`config.mk`:
```
export PLATFORM = sky130hd
export DESIGN_NAME = dmem_arbiter
export DESIGN_NICKNAME = d
export VERILOG_FILES = /design/src/rtl/dmem_arbiter.sv
export SDC_FILE = /design/constraint.sdc
export NUM_CORES = 1
export LEC_CHECK = 0
export BUFFER_PORTS_ARGS = -buffer_cell sky130_fd_sc_hd__buf_4
export CORE_MARGIN = 1.5
export CORE_UTILIZATION = 45
export CTS_CLUSTER_SIZE = 28
export DETAILED_ROUTE_END_ITERATION = 6
export GPL_TIMING_DRIVEN = 0
export HOLD_SLACK_MARGIN = 0.1
export PLACE_DENSITY = 0.81
export SYNTH_ARGS = -nofsm -noshare
export SYNTH_HDL_FRONTEND = slang
export SYNTH_SLANG_ARGS = --single-unit
```
`constraint.sdc`:
```
create_clock -name clk -period 3.5 [get_ports clk]
set_input_delay 0.35 -clock clk [delete_from_list [all_inputs] [get_ports clk]]
set_output_delay 0.35 -clock clk [all_outputs]
set_load 0.005 [all_outputs]
```
`src/rtl/dmem_arbiter.sv`:
```
// Round-robin arbiter sharing one data memory port between a CPU (requester 0) and a loader (requester 1).
// Read data returns RD_LAT cycles after the address on a shared rdata bus with a per-requester valid pulse.
module dmem_arbiter #(
    parameter int AW     = 8,
    parameter int DW     = 16,
    parameter int RD_LAT = 1
) (
    input  logic          clk,
    input  logic          reset,
    input  logic          req0,
    input  logic          req1,
    input  logic          wr0,
    input  logic          wr1,
    input  logic [AW-1:0] addr0,
    input  logic [AW-1:0] addr1,
    input  logic [DW-1:0] wdata0,
    input  logic [DW-1:0] wdata1,
    output logic          gnt0,
    output logic          gnt1,
    output logic          rvalid0,
    output logic          rvalid1,
    output logic [DW-1:0] rdata,
    output logic [AW-1:0] D_addr,
    output logic          D_wr,
    output logic [DW-1:0] D_wdata,
    input  logic [DW-1:0] D_rdata,
    output logic          busy,
    output logic [1:0]    state_out
);

    typedef enum logic [1:0] {
        IDLE  = 2'd0,
        WRITE = 2'd1,
        READ  = 2'd2,
        RESP  = 2'd3
    } state_t;

    state_t        state, state_nxt;
    logic          winner;
    logic          last;
    logic          pick;
    logic          any_req;
    logic [1:0]    cnt;
    logic [AW-1:0] addr_q;
    logic [DW-1:0] wdata_q;
    logic [DW-1:0] rdata_q;
    logic          rvalid0_q;
    logic          rvalid1_q;

    assign any_req = req0 | req1;
    // On a tie the requester not served most recently wins; a lone requester always wins.
    assign pick    = (req0 & req1) ? ~last : req1;

    always_comb begin
        // NOTE: default assigned first so every path drives state_nxt and no latch is inferred.
        state_nxt = state;
        case (state)
            IDLE:    if (any_req) state_nxt = (pick ? wr1 : wr0) ? WRITE : READ;
            WRITE:   state_nxt = IDLE;
            READ:    state_nxt = RESP;
            RESP:    if (cnt == 2'd1) state_nxt = IDLE;
            default: state_nxt = IDLE;
        endcase
    end

    always_ff @(posedge clk) begin
        // NOTE: non-blocking assignments so every register updates from pre-edge values.
        if (reset) begin
            state     <= IDLE;
            winner    <= 1'b0;
            last      <= 1'b1;
            cnt       <= 2'd0;
            addr_q    <= '0;
            wdata_q   <= '0;
            rdata_q   <= '0;
            rvalid0_q <= 1'b0;
            rvalid1_q <= 1'b0;
        end else begin
            state     <= state_nxt;
            rvalid0_q <= 1'b0;
            rvalid1_q <= 1'b0;
            case (state)
                IDLE: begin
                    if (any_req) begin
                        winner  <= pick;
                        addr_q  <= pick ? addr1 : addr0;
                        wdata_q <= pick ? wdata1 : wdata0;
                    end
                end
                WRITE: last <= winner;
                READ: begin
                    last <= winner;
                    cnt  <= 2'(RD_LAT);
                end
                RESP: begin
                    cnt <= cnt - 2'd1;
                    // Memory data is valid on the last counted cycle; the valid pulse follows it.
                    if (cnt == 2'd1) begin
                        rdata_q   <= D_rdata;
                        rvalid0_q <= ~winner;
                        rvalid1_q <= winner;
                    end
                end
                default: ;
            endcase
        end
    end

    assign gnt0      = ((state == WRITE) || (state == READ)) && !winner;
    assign gnt1      = ((state == WRITE) || (state == READ)) && winner;
    assign D_wr      = (state == WRITE);
    assign D_addr    = addr_q;
    assign D_wdata   = wdata_q;
    assign rdata     = rdata_q;
    assign rvalid0   = rvalid0_q;
    assign rvalid1   = rvalid1_q;
    assign busy      = (state != IDLE);
    assign state_out = state;

endmodule

```
==> flow_metrics.env <==
export IMPL_yosysSeqAreaShare=0.4666
export IMPL_critPathRequiredTime_ns=3.15
export IMPL_multi_input_area_um2=973.4
export IMPL_drc=0
export IMPL_initial_core_util=0.4697
export IMPL_drt_initial_drc_count=76
export IMPL_p_total_mw=1.888
export IMPL_end_kind="output port"
export IMPL_seqPwrFrac=0.401
export IMPL_critical_path_startpoint="state_out[1]$_SDFFE_PP0P_"
export IMPL_path_class="reg -> out"
export IMPL_drtAntennaViolNets=0
export IMPL_cts_hold_buffers=0
export IMPL_p_int_mw=1.259
export IMPL_wl_per_cell_um=12.47
export IMPL_antenna_found_initial=0
export IMPL_post_route_min_period_ns=1.782
export IMPL_hold_viol=0
export IMPL_final_common_cell="buf_4"
export IMPL_drv_cap=0
export IMPL_grt_max_degree=14
export IMPL_seq_area_um2=960.9
export IMPL_grt_pass1_wl_mm=8.259
export IMPL_wl_mm=5.014
export IMPL_hp_class="in -> reg"
export IMPL_tns_ns=0
export IMPL_fill_cells=367
export IMPL_peakVddDrop_uv=389.3
export IMPL_nets=425
export IMPL_synth_nets=301
export IMPL_r2r_cells=6
export IMPL_viasPerCell=5.020
export IMPL_cts_root_buf="clkbuf_8"
export IMPL_cts_buffers=5
export IMPL_dieWidth_um=70.65
export IMPL_cts_buffer_depth=2
export IMPL_start_kind="flop"
export IMPL_coreArea_mm2=0.004384
export IMPL_die_area_mm2=0.004991
export IMPL_cts_max_level=2
export IMPL_finalCritPeriodShare=0.5090
export IMPL_tightest_slew_ns=0.4819
export IMPL_rr_startpoint="state_out[1]$_SDFFE_PP0P_"
export IMPL_rows=24
export IMPL_p_per_area_mw_per_mm2=610.5
export IMPL_io_buffers=117
export IMPL_p_leak_nw=1.409
export IMPL_p_sw_uw=629.1
export IMPL_ys_warn_count=0
export IMPL_cts_setup_buffers=0
export IMPL_clock_skew_ns=0.006465
export IMPL_slew_viol_final=0
export IMPL_status="completed"
export IMPL_area_delta_synth_final_pct=50.18
export IMPL_worstHoldPathCells=3
export IMPL_fmax_ghz=0.5613
export IMPL_avgSynthCellArea_um2=9.153
export IMPL_gr_total_overflow=0
export IMPL_io_pins=118
export IMPL_synth_edf_count=0
export IMPL_syn_area_mm2=0.002059
export IMPL_clock_latency_ns=0.29
export IMPL_path_max_fanout=5
export IMPL_finalSetupViolations=0
export IMPL_rsz0062_at_grt="false"
export IMPL_power_frac_comb=0.423
export IMPL_async_reset_ff_frac=0
export IMPL_grt_usage=0.2039
export IMPL_cts_resized=0
export IMPL_worst_endpoint_arrival_ns=1.43
export IMPL_layout_drive_gt1_share=0.3800
export IMPL_grt_pass1_vias=1948
export IMPL_ys_flop_type="dfxtp_1"
export IMPL_clk_pin_slew_ns=0.08
export IMPL_syn_inst=225
export IMPL_place_congestion=0.7920
export IMPL_drt_pass1_iterations=5
export IMPL_holdCritStartpoint="D_rdata[2]"
export IMPL_cts_tree="yes"
export IMPL_relSlewSlack=0.6787
export IMPL_swShare=0.3332
export IMPL_place_hpwl_mm=4.009
export IMPL_clkPwrFrac=0.176
export IMPL_synth_seq_cells=48
export IMPL_diodes=0
export IMPL_synth_cell_types=26
export IMPL_layout_common_cells="buf_4, dfxtp_1, nand2_1, nor2_1, a211oi_1"
export IMPL_die_y_um=70.65
export IMPL_num_vias=2018
export IMPL_clkSinkCount=48
==> final timing paths <==
kind	end	slack [ns]
worst min register to register	rdata[2]$_SDFFE_PP0P_	0.46
worst min-delay path	rdata[2]$_SDFFE_PP0P_	0.30
worst max-delay path	gnt1	1.72
worst max register to register	D_addr[3]$_SDFFE_PP0P_	1.81
==> logic make-up (layout without fill, tap and decap cells) <==
| family | count (synthesis) | after routing | share of synthesized area |
|---|---|---|---|
| adder cells (fa/ha/maj) | 6 | 6 | 0.03645 |
| buffers and inverters | 21 | 146 | 0.06075 |
| AND/OR/NAND/NOR | 76 | 76 | 0.1537 |
| AO/OA/AOI/OAI | 49 | 49 | 0.1604 |
| flip-flops | 48 | 48 | 0.4666 |
| multiplexers | 25 | 25 | 0.1221 |
==> critical path, stage by stage (launching register included) <==
cell,delay [ns]
dfxtp_1,0.43
inv_1,0.11
ha_1,0.30
and2_1,0.17
buf_4,0.13
==> synth_stat cells, drive strengths merged, types with 2 or more instances <==
library cell,number,area share
buf,8,0.036
nor3,2,0.0049
inv,5,0.0091
a211oi,25,0.091
o21a,2,0.0073
ha,6,0.036
mux2i,24,0.12
nor2,28,0.051
dfxtp,48,0.47
nand2,36,0.066
nand2b,3,0.0091
clkbuf,8,0.015
nor3b,3,0.011
a21oi,18,0.044
and2,2,0.0061
==> state kept, by name, indices dropped and copies added, names as in the netlist <==
signal	cells
rvalid0	1
cnt	2
D_addr	8
last	1
rvalid1	1
D_wdata	16
winner	1
state_out	2
rdata	16
==> power by group through the flow <==
stage / combinational, mW / clock [mW] / sequential, mW
floorplan: 0.429 / 0 / 0.769
global placement: 0.791 / 0 / 0.764
detailed placement: 0.810 / 0 / 0.768
CTS: 0.810 / 0.339 / 0.758
global route: 0.897 / 0.358 / 0.772
finish: 0.799 / 0.332 / 0.757
==> routing by layer <==
layer  GRT usage  vias up  wire length (µm)
met5           0        -                 0
met1      0.2219      909              1984
met3     0.06268        7               431
met4     0.05660        0                47
li1            -     1017                 -
met2      0.3816       85              2550
==> cell type report <==
cell class	count	area share
plain buffers	16	0.03439
well taps	52	0.02104
multi-input cells	156	0.3147
flip-flops and latches	48	0.3107
clock buffers	8	0.02913
inverters	5	0.006068
repair buffers	117	0.2840
==> metrics by stage <==
step | instance area [µm²] | worst slack, ns | hold WS, ns | instances | utilization
after detailed placement | 3003 | 1.788 | 0.4468 | 394 | 0.6849
final | 3093 | 1.718 | 0.3006 | 402 | 0.7055
after CTS | 3093 | 1.699 | 0.2954 | 402 | 0.7055
after global routing | 3093 | 1.600 | 0.2945 | 402 | 0.7055
after floorplan | 2059 | 2.100 | 0.4495 | 225 | -
after global placement | 3003 | 1.849 | 0.4431 | 394 | 0.6849
(Power assumes the default switching activity.)
